File: src/rtl/vga_scope_renderer_if.sv
// Signal bundle between the scope renderer, the trace-sample generator and the VGA DAC.
// master = renderer side; slave = generator/DAC side.
interface vga_scope_renderer_if;
    logic [9:0] Val_CY;
    logic       blank_n;
    logic       Vsyn;
    logic       Hsyn;
    logic       VGA_HS;
    logic       VGA_VS;
    logic       VGA_BLANK_N;
    logic [7:0] VGA_R;
    logic [7:0] VGA_G;
    logic [7:0] VGA_B;
    logic       frame_tick;

    modport master (
        input  Val_CY,
        output blank_n, Vsyn, Hsyn, VGA_HS, VGA_VS, VGA_BLANK_N,
        output VGA_R, VGA_G, VGA_B, frame_tick
    );

    modport slave (
        output Val_CY,
        input  blank_n, Vsyn, Hsyn, VGA_HS, VGA_VS, VGA_BLANK_N,
        input  VGA_R, VGA_G, VGA_B, frame_tick
    );
endinterface

File: src/rtl/vga_scope_renderer.sv
// VGA timing generator plus waveform rasteriser: draws a vertically-filled trace from per-column
// samples over a graticule, with sync and colour aligned two cycles behind the stage-0 flags.
module vga_scope_renderer #(
    parameter int          H_ACTIVE  = 640,
    parameter int          H_FP      = 16,
    parameter int          H_SYNC    = 96,
    parameter int          H_BP      = 48,
    parameter int          V_ACTIVE  = 480,
    parameter int          V_FP      = 10,
    parameter int          V_SYNC    = 2,
    parameter int          V_BP      = 33,
    parameter int          GRID_X    = 64,
    parameter int          GRID_Y    = 60,
    parameter logic [23:0] TRACE_RGB = 24'hFFFF00,
    parameter logic [23:0] GRID_RGB  = 24'h404040,
    parameter logic [23:0] AXIS_RGB  = 24'h808080,
    parameter logic [23:0] BG_RGB    = 24'h000000
) (
    input  logic                 VGA_clk,
    input  logic                 reset,
    vga_scope_renderer_if.master scope
);
    localparam int H_TOTAL = H_ACTIVE + H_FP + H_SYNC + H_BP;
    localparam int V_TOTAL = V_ACTIVE + V_FP + V_SYNC + V_BP;

    localparam logic [9:0] H_LAST   = 10'(H_TOTAL - 1);
    localparam logic [9:0] V_LAST   = 10'(V_TOTAL - 1);
    localparam logic [9:0] H_VIS    = 10'(H_ACTIVE);
    localparam logic [9:0] V_VIS    = 10'(V_ACTIVE);
    localparam logic [9:0] HS_BEG   = 10'(H_ACTIVE + H_FP);
    localparam logic [9:0] HS_END   = 10'(H_ACTIVE + H_FP + H_SYNC);
    localparam logic [9:0] VS_BEG   = 10'(V_ACTIVE + V_FP);
    localparam logic [9:0] VS_END   = 10'(V_ACTIVE + V_FP + V_SYNC);
    localparam logic [9:0] COL_LAST = 10'(H_ACTIVE - 1);
    localparam logic [9:0] ROW_LAST = 10'(V_ACTIVE - 1);
    localparam logic [9:0] AXIS_ROW = 10'(V_ACTIVE / 2 - 1);
    localparam logic [9:0] GX_LAST  = 10'(GRID_X - 1);
    localparam logic [9:0] GY_LAST  = 10'(GRID_Y - 1);
    localparam logic [9:0] WRAP_MIN = 10'd768;

    // Stage 0: raster counters and grid sub-counters
    logic [9:0] h_cnt, v_cnt, col_mod, row_mod;
    logic [9:0] s0_row;
    logic       s0_col0, s0_grid, s0_axis;

    // Stage 1: pixel attributes aligned with the generator's Val_CY
    logic [9:0] s1_row;
    logic       s1_blank, s1_hs, s1_vs, s1_col0, s1_grid, s1_axis;

    // Trace history and the combinational rasteriser feeding the output register
    logic [9:0]  cur_y, y_new, seg_start, lo, hi;
    logic        trace_hit;
    logic [23:0] pixel_rgb;

    // NOTE: every register below uses <= so all stages sample the previous cycle's values.
    always_ff @(posedge VGA_clk) begin
        if (reset) begin
            h_cnt            <= '0;
            v_cnt            <= '0;
            col_mod          <= '0;
            row_mod          <= '0;
            scope.blank_n    <= 1'b0;
            scope.Hsyn       <= 1'b1;
            scope.Vsyn       <= 1'b1;
            scope.frame_tick <= 1'b0;
            s0_row           <= '0;
            s0_col0          <= 1'b0;
            s0_grid          <= 1'b0;
            s0_axis          <= 1'b0;
        end else begin
            scope.blank_n    <= (h_cnt < H_VIS) && (v_cnt < V_VIS);
            scope.Hsyn       <= !((h_cnt >= HS_BEG) && (h_cnt < HS_END));
            scope.Vsyn       <= !((v_cnt >= VS_BEG) && (v_cnt < VS_END));
            scope.frame_tick <= (h_cnt == '0) && (v_cnt == '0);
            s0_row           <= v_cnt;
            s0_col0          <= (h_cnt == '0);
            s0_grid          <= (col_mod == '0) || (row_mod == '0) ||
                                (h_cnt == COL_LAST) || (v_cnt == ROW_LAST);
            s0_axis          <= (v_cnt == AXIS_ROW);

            if (h_cnt == H_LAST) begin
                h_cnt   <= '0;
                col_mod <= '0;
                if (v_cnt == V_LAST) begin
                    v_cnt   <= '0;
                    row_mod <= '0;
                end else begin
                    v_cnt   <= v_cnt + 10'd1;
                    row_mod <= (row_mod == GY_LAST) ? '0 : row_mod + 10'd1;
                end
            end else begin
                h_cnt   <= h_cnt + 10'd1;
                col_mod <= (col_mod == GX_LAST) ? '0 : col_mod + 10'd1;
            end
        end
    end

    always_ff @(posedge VGA_clk) begin
        if (reset) begin
            s1_blank <= 1'b0;
            s1_hs    <= 1'b1;
            s1_vs    <= 1'b1;
            s1_row   <= '0;
            s1_col0  <= 1'b0;
            s1_grid  <= 1'b0;
            s1_axis  <= 1'b0;
        end else begin
            s1_blank <= scope.blank_n;
            s1_hs    <= scope.Hsyn;
            s1_vs    <= scope.Vsyn;
            s1_row   <= s0_row;
            s1_col0  <= s0_col0;
            s1_grid  <= s0_grid;
            s1_axis  <= s0_axis;
        end
    end

    // Column 0 starts a fresh segment so the previous line's last sample never joins in.
    // NOTE: each always_comb output gets a default first so no path can infer a latch.
    always_comb begin
        y_new = scope.Val_CY;
        if (scope.Val_CY >= WRAP_MIN) begin
            y_new = '0;
        end else if (scope.Val_CY > ROW_LAST) begin
            y_new = ROW_LAST;
        end
        seg_start = s1_col0 ? y_new : cur_y;
        lo        = (seg_start < y_new) ? seg_start : y_new;
        hi        = (seg_start < y_new) ? y_new : seg_start;
        trace_hit = (s1_row >= lo) && (s1_row <= hi);

        pixel_rgb = BG_RGB;
        if (!s1_blank) begin
            pixel_rgb = '0;
        end else if (trace_hit) begin
            pixel_rgb = TRACE_RGB;
        end else if (s1_axis) begin
            pixel_rgb = AXIS_RGB;
        end else if (s1_grid) begin
            pixel_rgb = GRID_RGB;
        end
    end

    always_ff @(posedge VGA_clk) begin
        if (reset) begin
            cur_y             <= '0;
            scope.VGA_HS      <= 1'b1;
            scope.VGA_VS      <= 1'b1;
            scope.VGA_BLANK_N <= 1'b0;
            scope.VGA_R       <= '0;
            scope.VGA_G       <= '0;
            scope.VGA_B       <= '0;
        end else begin
            if (s1_blank) begin
                cur_y <= y_new;
            end
            scope.VGA_HS      <= s1_hs;
            scope.VGA_VS      <= s1_vs;
            scope.VGA_BLANK_N <= s1_blank;
            {scope.VGA_R, scope.VGA_G, scope.VGA_B} <= pixel_rgb;
        end
    end
endmodule

File: src/flat_wrapper.sv
// flat-port wrapper written by rule: the top's interface ports become plain ports
module vga_scope_renderer_flat 
#(
    parameter int          H_ACTIVE  = 640,
    parameter int          H_FP      = 16,
    parameter int          H_SYNC    = 96,
    parameter int          H_BP      = 48,
    parameter int          V_ACTIVE  = 480,
    parameter int          V_FP      = 10,
    parameter int          V_SYNC    = 2,
    parameter int          V_BP      = 33,
    parameter int          GRID_X    = 64,
    parameter int          GRID_Y    = 60,
    parameter logic [23:0] TRACE_RGB = 24'hFFFF00,
    parameter logic [23:0] GRID_RGB  = 24'h404040,
    parameter logic [23:0] AXIS_RGB  = 24'h808080,
    parameter logic [23:0] BG_RGB    = 24'h000000
)
  (VGA_clk, reset, scope_Val_CY, scope_blank_n, scope_Vsyn, scope_Hsyn, scope_VGA_HS, scope_VGA_VS, scope_VGA_BLANK_N, scope_VGA_R, scope_VGA_G, scope_VGA_B, scope_frame_tick);
  vga_scope_renderer_if scope_i ();
  input  logic VGA_clk;
  input  logic reset;
  input wire logic [$bits(scope_i.Val_CY)-1:0] scope_Val_CY;
  output wire logic [$bits(scope_i.blank_n)-1:0] scope_blank_n;
  output wire logic [$bits(scope_i.Vsyn)-1:0] scope_Vsyn;
  output wire logic [$bits(scope_i.Hsyn)-1:0] scope_Hsyn;
  output wire logic [$bits(scope_i.VGA_HS)-1:0] scope_VGA_HS;
  output wire logic [$bits(scope_i.VGA_VS)-1:0] scope_VGA_VS;
  output wire logic [$bits(scope_i.VGA_BLANK_N)-1:0] scope_VGA_BLANK_N;
  output wire logic [$bits(scope_i.VGA_R)-1:0] scope_VGA_R;
  output wire logic [$bits(scope_i.VGA_G)-1:0] scope_VGA_G;
  output wire logic [$bits(scope_i.VGA_B)-1:0] scope_VGA_B;
  output wire logic [$bits(scope_i.frame_tick)-1:0] scope_frame_tick;
  assign scope_i.Val_CY = scope_Val_CY;
  assign scope_blank_n = scope_i.blank_n;
  assign scope_Vsyn = scope_i.Vsyn;
  assign scope_Hsyn = scope_i.Hsyn;
  assign scope_VGA_HS = scope_i.VGA_HS;
  assign scope_VGA_VS = scope_i.VGA_VS;
  assign scope_VGA_BLANK_N = scope_i.VGA_BLANK_N;
  assign scope_VGA_R = scope_i.VGA_R;
  assign scope_VGA_G = scope_i.VGA_G;
  assign scope_VGA_B = scope_i.VGA_B;
  assign scope_frame_tick = scope_i.frame_tick;
  vga_scope_renderer #(.H_ACTIVE(H_ACTIVE), .H_FP(H_FP), .H_SYNC(H_SYNC), .H_BP(H_BP), .V_ACTIVE(V_ACTIVE), .V_FP(V_FP), .V_SYNC(V_SYNC), .V_BP(V_BP), .GRID_X(GRID_X), .GRID_Y(GRID_Y), .TRACE_RGB(TRACE_RGB), .GRID_RGB(GRID_RGB), .AXIS_RGB(AXIS_RGB), .BG_RGB(BG_RGB)) u_core (.VGA_clk(VGA_clk), .reset(reset), .scope(scope_i));
endmodule
File: config.mk
export PLATFORM = sky130hd
export DESIGN_NAME = vga_scope_renderer_flat
export DESIGN_NICKNAME = d
export VERILOG_FILES = /design/src/rtl/vga_scope_renderer_if.sv /design/src/rtl/vga_scope_renderer.sv /design/src/flat_wrapper.sv
export SDC_FILE = /design/constraint.sdc
export NUM_CORES = 1
export LEC_CHECK = 0
export ABC_AREA = 1
export CORE_MARGIN = 2
export CORE_UTILIZATION = 62
export DETAILED_ROUTE_END_ITERATION = 8
export PLACE_DENSITY_LB_ADDON = 0.12
export SETUP_SLACK_MARGIN = 0.3
export SLEW_MARGIN = 20
export SYNTH_ARGS = -nofsm -noshare
export SYNTH_HDL_FRONTEND = slang
export SYNTH_SLANG_ARGS = --single-unit
File: constraint.sdc
create_clock -name VGA_clk -period 8.35 [get_ports VGA_clk]
set_input_delay 2.0875 -clock VGA_clk [delete_from_list [all_inputs] [get_ports VGA_clk]]
set_output_delay 2.0875 -clock VGA_clk [all_outputs]
set_load 0.05 [all_outputs]
==> results of run 1 <==
-- cell usage in the layout (no fill, tap or decap), types with 2 or more instances in the layout --
master and instances:
dfxtp_1 91, inv_1 86, nand2_2 7, o21ai_1 2, inv_6 4, ha_1 37, nand2_1 120, o22ai_1 3
clkdlybuf4s50_1 36, o211ai_1 3, conb_1 7, nand3_1 52, nor3b_1 4, nand4_1 16, a21oi_1 25, o21a_1 6
or2_2 4, xor2_1 11, clkinv_1 2, nor2_1 84, nand3b_1 2, nor3_1 20, o21ai_0 31, clkbuf_8 10
a21oi_2 2, inv_2 2, nand3_2 3, o21ai_2 6
-- final timing paths --
check	start	endpoint	cells after the start
max	scope_Val_CY[8]	u_core.scope.VGA_G[5]	24
min	u_core.s0_col0	u_core.s1_col0	2
max reg2reg	u_core.s1_col0	u_core.scope.VGA_G[5]	19
min reg2reg	u_core.s0_col0	u_core.s1_col0	2
-- metrics by stage --
| stage | worst slack, ps | util, % | total power, mW | hold slack (ps) |
|---|---|---|---|---|
| after floorplan | 3500 | - | 0.564 | 388 |
| after global placement | 2180 | 67.3 | 0.588 | 391 |
| after detailed placement | 1960 | 67.3 | 0.594 | 392 |
| after CTS | 2350 | 69.8 | 0.882 | 412 |
| after global routing | 1810 | 69.8 | 0.917 | 430 |
| final | 2280 | 69.8 | 0.875 | 412 |
-- layout make-up --
| type | instances | area [um2] |
|---|---|---|
| Multi-Input combinational cell | 453 | 2490 |
| Inverter | 90 | 338 |
| Fill cell | 620 | 2310 |
| Timing Repair Buffer | 37 | 368 |
| Sequential cell | 91 | 1820 |
| Clock buffer | 10 | 138 |
| Clock inverter | 6 | 53.8 |
| Tap cell | 102 | 128 |
-- per-layer routing --
layer  track usage, %  vias to the layer above  share of wire, %
li1                 -                     2164                 -
met3             4.88                       23               4.3
met1             28.2                     1839                43
met4             10.6                        0               2.4
met2             43.6                       93                50
met5                0                        -                 0
-- flip-flops by register name (all words and copies together), names as in the netlist, 2 cells and up --
| name | count |
|---|---|
| u_core.s0_row | 10 |
| u_core.scope.VGA_B | 2 |
| u_core.s1_row | 10 |
| u_core.cur_y | 10 |
| u_core.scope.VGA_G | 3 |
| u_core.v_cnt | 10 |
| u_core.col_mod | 10 |
| u_core.h_cnt | 10 |
| u_core.row_mod | 10 |
-- power by group --
| part | total, mW | internal, mW | switching [mW] | leakage (nW) |
|---|---|---|---|---|
| clock | 0.290 | 0.123 | 0.168 | 0.0962 |
| combinational | 0.136 | 0.0456 | 0.0901 | 1.51 |
| sequential | 0.449 | 0.442 | 0.00695 | 0.738 |
| total | 0.875 | 0.610 | 0.265 | 2.35 |
-- worst min-delay path, cell delays in order (launching register included) --
cell	delay (ps)
dfxtp_1	310
inv_1	40
nor2_1	30
-- cell families after synthesis --
group,Yosys count,share of synthesized area (%)
buffers and inverters,123,11.7
AND/OR/NAND/NOR,317,29.4
AO/OA/AOI/OAI,80,9.58
other,2,0.154
flip-flops,91,37.5
adder cells (fa/ha/maj),37,9.52
XOR/XNOR,12,2.16
-- cell usage after synthesis (2+ instances only) --
library cell	instances	area (um2)
nand2_1	120	450
dfxtp_1	91	1820
inv_1	86	323
nor2_1	84	315
nand3_1	52	260
ha_1	37	463
o21ai_0	31	155
a21oi_1	25	125
nor3_1	20	100
buf_4	19	143
nand4_1	16	100
xor2_1	11	96.3
clkbuf_1	7	26.3
nand2_2	7	43.8
o21a_1	6	45.0
o21ai_2	6	52.6
buf_6	4	45.0
nor3b_1	4	30.0
or2_2	4	25.0
buf_2	3	15.0
nand3_2	3	30.0
o211ai_1	3	22.5
o22ai_1	3	18.8
a21oi_2	2	17.5
clkinv_1	2	7.51
conb_1	2	7.51
inv_2	2	7.51
nand3b_1	2	15.0
o21ai_1	2	10.0
==> metrics.md, run 1 <==
| Metric | Value |
|---|---|
| CTS clk-pin slew, worst paths | about 90 ps |
| Status | finished, final reports clean |
| GRT Residual Overflow | 0 |
| Final Cell Area | approximately 0.0053 mm2 |
| Max-cap check violation count | 0 |
| EDFF count, synth | 0 |
| CP max FO | 20 |
| Postcts setup bufs | 0 |
| Main synth FF type | dfxtp_1 |
| CP top delay family | compound AO/OA/AOI/OAI gates |
| Vias/cell | ~5.2 |
| Mapped Area | about 0.0049 mm2 |
| Post-Place Cells | ~770 |
| Startpoint types | input pin |
| Maximum clock insertion buffer count | 2 |
| Slowest stage delay, CP | 690 ps |
| Drt total wl | 9.78 mm |
| Final min period | 6070 ps |
| Gr usage total | roughly a quarter |
| Dpl cell area | approximately 0.0051 mm2 |
| Setup violators final | 0 |
| Worst path arrival time | 6330 ps |
| Hold buffer count at cts | 0 |
| PostCTS Resize Cnt | 0 |
| Initial drt markers | around 220 |
| R2r setup slk | around 4300 ps |
| Global-route wire length before repair | 16.8 mm |
| Slew Viols, Final | 0 |
| CTS root buf | clkbuf_8 |
| Worst setup path category | input pin to flip-flop |
| Largest net degree at the start of global routing | 39 |
| Initial Utilization | a little under two thirds |
| Async SR Flop Fraction | 0% |
| RSZ-0062 raised after global routing | no |
| Synth warn | 0 |
| Gp weighted congestion | 0.884 |
| CP bufs+invs | 4 |
| H-Tree Level Count | 3 |
| Core box area | roughly 0.0076 mm2 |
| Clock sink count | 91 |
| Seq cells post-synth | just over 90 |
| Post-Layout Cell Count | slightly below 800 |
| Routed wire length per instance | between 10 and 15 um |
| Most Frequent Cell on Critical Path | nand2_1 |
| CP Data Required Time | 8610 ps |
| Unique masters post-synth | 37 |
| Final hold vios | 0 |
| Slowest-stage cell, CP | a21oi_2 |
| Average size of a mapped cell | approximately 7.3 um2 |
| DP Wirelength | between 7 and 8 mm |
| Vias | 4119 |
| DRC violations left | 0 |
| CTS tree | yes |
| Endpoint class of the critical path | flip-flop |
| DIE HEIGHT | around 93 um |
| Seq/Total Area, Yosys | a little under two fifths |
| Initial antenna violation count | 0 |
| LEAKAGE | 2.35 nW |
| Std-Cell Rows | 32 |
| Crit path cell chain | clkdlybuf4s50_1, nand2_1, inv_2, nand2_2, nand2_2, o21ai_2, nand2_1, o21ai_0, inv_1, ha_1, a21oi_1, o21ai_0, a21oi_2, nand2_2, nand2_1, nand2_1, ha_1, nand2_1, nor2_1, o211ai_1, nand3_1, nand2_1, nand3_1, inv_1 |
| FMAX | around 160 MHz |
| Maximum vdd drop | 0.106 mV |
| Area delta synth->final | 9.81% |
| ANT nets after route | 0 |
| Final worst path period share | ~73% |
| Ant diodes | 0 |
| IO buf count | 36 |
| CTS Buf Count | 9 |
| Layout cells sized above 1 | 6.55% |
| Gate Count Post-Synth | 662 |
| Number of global-route vias before repair | ~4000 |
| HP Class | flip-flop to flip-flop |
| IO Pins | 43 |
| Max-Slew Margin vs Limit | between 40% and 50% |
| Worst Clk Skew | 12.8 ps |
| Die ar. | about 0.0086 mm2 |
| Worst Max-Slew Pin Slew | a little over 800 ps |
| Fin Setup TNS | 0 ps |
| Die W | approximately 93 um |
| Drt first pass iters | 5 |
| Final nets | about 730 |
| Power density cells | 164 mW/mm2 |
| Worst skew pair latency | 360 ps |
No activity file was read; power rests on OpenSTA's default activity.
==> run 2: changes to the inputs <==
--- a/config.mk
+++ b/config.mk
@@ -7,7 +7,7 @@
 export LEC_CHECK = 0
 export ABC_AREA = 1
 export CORE_MARGIN = 2
-export CORE_UTILIZATION = 62
+export CORE_UTILIZATION = 58
 export DETAILED_ROUTE_END_ITERATION = 8
 export PLACE_DENSITY_LB_ADDON = 0.12
 export SETUP_SLACK_MARGIN = 0.3
==> constraint.sdc (replaced) <==
create_clock -name VGA_clk -period 6.05 [get_ports VGA_clk]
set_input_delay 1.5125 -clock VGA_clk [delete_from_list [all_inputs] [get_ports VGA_clk]]
set_output_delay 1.5125 -clock VGA_clk [all_outputs]
set_load 0.05 [all_outputs]
==> run 2 against run 1 <==
Net effect: sequential cell count did not move; global-route usage fell by 1.6 points; combinational power rose by 37%; cell area rose by 0.56%; core utilization fell by 4.1 points; critical path type unchanged.
==> metrics.md, run 2 (synthesized netlist as in run 1, its figures left out) <==
| Metric | Value |
|---|---|
| Final min period | roughly 5000 ps |
| Drt first pass iters | 5 (unchanged) |
| Gp weighted congestion | 0.923 (+4.4%) |
| H-Tree Level Count | 3 (unchanged) |
| Max-cap check violation count | 0 (unchanged) |
| Worst Max-Slew Pin Slew | 568 ps (-257 ps) |
| Most Frequent Cell on Critical Path | nand2_1 |
| Die W | 95.5 um (+3.2%) |
| Number of global-route vias before repair | 3720 (-4.9%) |
| IO buf count | 36 (unchanged) |
| IO Pins | 43 (unchanged) |
| Setup ws final | 994 ps (-1290 ps) |
| DRC violations left | 0 (unchanged) |
| FMAX | ~200 MHz |
| Startpoint types | input pin |
| Worst Clk Skew | 12.0 ps (-0.785 ps) |
| CTS tree | yes |
| Status | finished, final reports clean |
| CTS Buf Count | 9 (unchanged) |
| Initial drt markers | 134 (-38%) |
| Initial antenna violation count | 0 (unchanged) |
| Slowest-stage cell, CP | clkdlybuf4s50_1 |
| DIE HEIGHT | 95.5 um (+3.2%) |
| Endpoint class of the critical path | flip-flop |
| Wl on met1 | 4.24 mm (+0.12%) |
| Max-Slew Margin vs Limit | 61.9% (+17 points) |
| Commonest non-fill, non-tap cell in the layout | nand2_1 |
| DP Wirelength | 7.36 mm (-0.92%) |
| LEAKAGE | 2.36 nW (+0.72%) |
| Reg area | 0.00182 mm2 (unchanged) |
| Final hold vios | 0 (unchanged) |
| Slew Viols, Final | 0 (unchanged) |
| Tot Pwr | 1.21 mW (+38%) |
| CP bufs+invs | 4 (unchanged) |
| Postcts setup bufs | 0 (unchanged) |
| Largest net degree at the start of global routing | 39 (unchanged) |
| Vias | 4089 (-0.73%) |
| CP max FO | 20 (unchanged) |
| Maximum clock insertion buffer count | 2 (unchanged) |
| DR WL met2 | 4.77 mm (-2.7%) |
| Gr usage total | 22.8% (-1.6 points) |
| Layout cells sized above 1 | 6.82% (+0.27 points) |
| Share of the core filled with cells | 65.7% (-4.1 points) |
| Maximum vdd drop | 0.149 mV (+41%) |
| Power density cells | 226 mW/mm2 (+38%) |
| Most frequent cells in the layout | 120 x nand2_1, 91 x dfxtp_1, 86 x inv_1 |
| Fin Setup TNS | 0 ps (unchanged) |
| Top sig layer | met4 |
| Final Cell Area | 0.00537 mm2 (+0.56%) |
| CP top delay family | simple AND/OR/NAND/NOR gates |
| Vias/cell | 5.15 (-1.4%) |
| CTS root buf | clkbuf_8 |
| CTS clk-pin slew, worst paths | 100 ps (about the same) |
| Routed wire length per instance | 12.0 um (-3.1%) |
| Setup violators final | 0 (unchanged) |
| Slowest stage delay, CP | 470 ps (-220 ps) |
| Pre-CTS setup slack | 649 ps (-1310 ps) |
| Area delta synth->final | 10.4% |
| Drt total wl | 9.54 mm (-2.5%) |
| Worst path arrival time | 5320 ps (-1010 ps) |
| GRT Residual Overflow | 0 (unchanged) |
| Global-route wire length before repair | 16.4 mm (-2.5%) |
| Clock sink count | 91 (unchanged) |
| Final worst path period share | between 80 and 90% |
| Std-Cell Rows | 33 (+3.1%) |
| Worst setup path category | input pin to flip-flop |
| Core box area | 0.00818 mm2 (+6.9%) |
| Initial Utilization | 59.5% (-4.1 points) |
| Die ar. | 0.00913 mm2 (+6.6%) |
| Worst skew pair latency | 360 ps (about the same) |
| Dpl cell area | 0.00516 mm2 (+0.36%) |
| FILL cells | 743 (+20%) |
| Final nets | 733 (+0.27%) |
| Met3 WL | 339 um (-19%) |
| Area of the multi-input gates | 0.00249 mm2 (unchanged) |
| HP Class | flip-flop to flip-flop |
| PostCTS Resize Cnt | 0 (unchanged) |
| Ant diodes | 0 (unchanged) |
| ANT nets after route | 0 (unchanged) |
| RSZ-0062 raised after global routing | no |
| Hold buffer count at cts | 0 (unchanged) |
| CP Data Required Time | 6310 ps (-2300 ps) |
==> run 2: cell count changes in the layout (fill, tap and decap cells not counted), sizes merged <==
cell      delta
clkbuf       -1
buf          +2
clkinv       +3
inv          -1
clkinvlp     -1
==> run 2: worst min-delay path, stage by stage (launching register included) <==
cell	delay, ps
dfxtp_1	310
inv_1	40
nor2_1	30
==> run 2: layout make-up <==
cell class	instances	area share, %
flip-flops and latches	91	33.9
repair buffers	39	7.13
clock buffers	9	2.31
clock inverters	7	1.47
well taps	105	2.45
multi-input cells	453	46.4
inverters	90	6.29
==> run 2: worst paths after layout <==
check        depth (start not counted)                    end             start  slack, ps
max                                 25  u_core.scope.VGA_G[6]   scope_Val_CY[8]        990
min                                  2       u_core.s1_row[8]  u_core.s0_row[8]        400
max reg2reg                         20  u_core.scope.VGA_G[6]    u_core.s1_col0       2440
min reg2reg                          2       u_core.s1_row[8]  u_core.s0_row[8]        400
==> run 2: power breakdown <==
part | total [mW] | internal, mW | switching, mW
clock | 0.404 | 0.166 | 0.239
sequential | 0.619 | 0.610 | 0.00915
combinational | 0.187 | 0.0639 | 0.124
total | 1.21 | 0.840 | 0.371
==> run 2: through the flow <==
| step | cells | hold WS, ps |
|---|---|---|
| floorplan | 667 | 388 |
| global placement | 778 | 389 |
| detailed placement | 778 | 392 |
| CTS | 794 | 395 |
| global route | 794 | 419 |
| finish | 794 | 395 |
==> run 2: layer usage <==
layer | vias up | GRT usage [%]
met5 | - | 0
met3 | 16 | 4.27
met1 | 1836 | 27.0
li1 | 2158 | -
met4 | 0 | 9.29
met2 | 79 | 40.3
==> run 3: changes to the inputs <==
--- a/config.mk
+++ b/config.mk
@@ -7,7 +7,7 @@
 export LEC_CHECK = 0
 export ABC_AREA = 1
 export CORE_MARGIN = 2
-export CORE_UTILIZATION = 58
+export CORE_UTILIZATION = 52
 export DETAILED_ROUTE_END_ITERATION = 8
 export PLACE_DENSITY_LB_ADDON = 0.12
 export SETUP_SLACK_MARGIN = 0.3
==> constraint.sdc (replaced) <==
create_clock -name VGA_clk -period 4.2 [get_ports VGA_clk]
set_input_delay 1.05 -clock VGA_clk [delete_from_list [all_inputs] [get_ports VGA_clk]]
set_output_delay 1.05 -clock VGA_clk [all_outputs]
set_load 0.05 [all_outputs]
==> run 3 against run 2 <==
Net effect: die area is 11% higher; cell area is 14% higher; sequential power is 44% higher; first-iteration DRC count is 46% higher; sequential cell count stayed put; via count is 9.3% higher; wire length is 18% higher; combinational power is 120% higher; critical endpoint is now u_core.scope.VGA_B[6].
==> metrics.md, run 3 (synthesized netlist as in run 1, its figures left out) <==
| Metric | Value |
|---|---|
| Status | finished, final reports clean |
| Gate power share | 21.4% (+5.9 points) |
| Gr usage total | 22.1% (-0.65 points) |
| CTS root buf | clkbuf_8 |
| Global-route wire length before repair | 18.3 mm (+12%) |
| CTS tree | yes |
| Post-Place Cells | 812 (+4.4%) |
| Worst skew pair latency | 350 ps (about the same) |
| Std-Cell Rows | 35 (+6.1%) |
| Endpoint class of the critical path | flip-flop |
| DR WL met2 | 5.71 mm (+20%) |
| Clock sink count | 91 (unchanged) |
| CTS clk-pin slew, worst paths | 90 ps (about the same) |
| CTS Buf Count | 9 (unchanged) |
| Tightest hold margin | 404 ps (+8.83 ps) |
| DRC violations left | 0 (unchanged) |
| Worst Clk Skew | 15.6 ps (+3.59 ps) |
| Worst reg2reg startpoint | u_core.s1_col0 |
| Final worst path period share | ~90% |
| H-Tree Level Count | 3 (unchanged) |
| Number of global-route vias before repair | 4168 (+12%) |
| Power density cells | 308 mW/mm2 (+36%) |
| Ant diodes | 0 (unchanged) |
| Final hold vios | 0 (unchanged) |
| Fin Setup TNS | 0 ps (unchanged) |
| Slew Viols, Final | 0 (unchanged) |
| Die ar. | 0.0101 mm2 (+11%) |
| IO Pins | 43 (unchanged) |
| Initial Utilization | 53.1% (-6.3 points) |
| Final min period | 3780 ps |
| Drt first pass iters | 5 (unchanged) |
| Post-Layout Cell Count | 839 (+5.7%) |
| DP Wirelength | 7.74 mm (+5.1%) |
| Switching pwr | 569 uW (+53%) |
| Clock power frac | 31.3% (-2.1 points) |
| RSZ-0062 raised after global routing | no |
| Initial antenna violation count | 0 (unchanged) |
| Hold path startpoint | u_core.s0_axis |
| Layout cells sized above 1 | 20.5% (+14 points) |
| CP max FO | 6 (-70%) |
| LEAKAGE | 2.64 nW (+12%) |
| IO buf count | 36 (unchanged) |
| Sequential Power Share | 47.3% (-3.8 points) |
| Worst path arrival time | 4030 ps (-1290 ps) |
| Routed wire length per instance | 13.5 um (+12%) |
| Tot Pwr | 1.89 mW (+56%) |
| Switching Fraction | 30.1% (-0.54 points) |
| Area delta synth->final | 26.2% |
| Die W | 101 um (+5.4%) |
| Maximum clock insertion buffer count | 2 (unchanged) |
| Initial drt markers | 195 (+46%) |
| Max-cap check violation count | 0 (unchanged) |
| Gp weighted congestion | 0.822 (-11%) |
| CP Data Required Time | 4450 ps (-1860 ps) |
| Wl on met1 | 4.77 mm (+13%) |
| Met3 WL | 430 um (+27%) |
| HP Class | flip-flop to flip-flop |
| Most frequent cells in the layout | 100 x nand2_1, 91 x dfxtp_1, 82 x inv_1 |
| DIE HEIGHT | 101 um (+5.4%) |
| Vias/cell | 5.33 (+3.4%) |
| Internal power | 1.32 mW (+57%) |
| Vias | 4469 (+9.3%) |
| Worst setup path category | input pin to flip-flop |
| Worst Setup SP | scope_Val_CY[8] |
| Hold buffer count at cts | 0 (unchanged) |
| GRT Residual Overflow | 0 (unchanged) |
| Core box area | 0.00915 mm2 (+12%) |
| Setup violators final | 0 (unchanged) |
| Max-Slew Margin vs Limit | 61.1% (-0.80 points) |
| Startpoint types | input pin |
| Top sig layer | met4 |
| Final nets | 772 (+5.3%) |
| Largest net degree at the start of global routing | 38 (-2.6%) |
| Drt total wl | 11.3 mm (+18%) |
| Maximum vdd drop | 0.208 mV (+39%) |
| FMAX | ~260 MHz |
| ANT nets after route | 0 (unchanged) |
| Worst Max-Slew Pin Slew | 580 ps (+12.0 ps) |
| Commonest non-fill, non-tap cell in the layout | nand2_1 |
==> run 3: cell types whose count changed in the layout (fill, tap and decap cells not counted), sizes merged, moves of 2 or more <==
cell           change
clkinvlp           +2
inv                -3
buf               +38
clkdlybuf4s50      -5
clkdlybuf4s15      +4
==> run 3: final timing paths <==
check	depth (start not counted)	to	slack, ps
hold / removal	2	u_core.s1_axis	400
setup reg to reg	19	u_core.scope.VGA_B[6]	640
hold reg to reg	2	u_core.s1_axis	400
setup / recovery	26	u_core.scope.VGA_B[6]	420
==> run 3: area by class of cell <==
class	instances	area, um2
fill	741	3020
multi-input combinational	454	2910
sequential	91	1820
timing repair buffer	77	726
inverter	90	338
tap	111	139
clock buffer	9	124
clock inverter	7	76.3
==> run 3: through the flow <==
step	utilization (%)	worst slack (ps)	area, um2
6_report	67.0	419	6140
2_1_floorplan	-	383	4880
5_1_grt	67.0	109	6140
3_5_place_dp	58.8	-327	5380
4_1_cts	64.2	307	5870
3_3_place_gp	58.8	-126	5380
==> run 3: power by group through the flow <==
stage | Sequential (mW) | Combinational, mW | Clock (mW)
final | 0.894 | 0.405 | 0.590
after global routing | 0.897 | 0.439 | 0.637
after CTS | 0.893 | 0.339 | 0.605
after detailed placement | 0.912 | 0.298 | 0
after global placement | 0.912 | 0.290 | 0
after floorplan | 0.921 | 0.201 | 0
==> run 3: worst max-delay path, stage by stage <==
cell and delay (ps):
clkdlybuf4s15_1 180, nand2_1 80, inv_2 40, nand2_4 70, nand2_4 80, o21ai_4 140
nand2_1 80, o21ai_2 90, inv_1 60, ha_1 260, nand2_1 60, inv_1 70
nand3_2 120, nor3_4 280, nand2_8 140, buf_6 160, nand3_1 80, nand2_2 80
ha_4 280, nand2_1 90, nor2_1 120, nand4_1 110, nand4_1 150, nand2_2 70
inv_2 60, nor2_1 30
==> run 3: what timing repair did <==
action / 4_1_cts / 5_1_grt
resized for setup: 52 / 55
pin swaps: 25 / 29
endpoints found under the setup margin: 5 / 5
cloned: 4 / 0
buffers inserted: 5 / 2
==> run 3: routing by layer <==
layer	track usage, %	up-vias
met4	9.48	0
li1	-	2250
met2	39.8	142
met1	25.9	2043
met5	0	-
met3	3.54	34
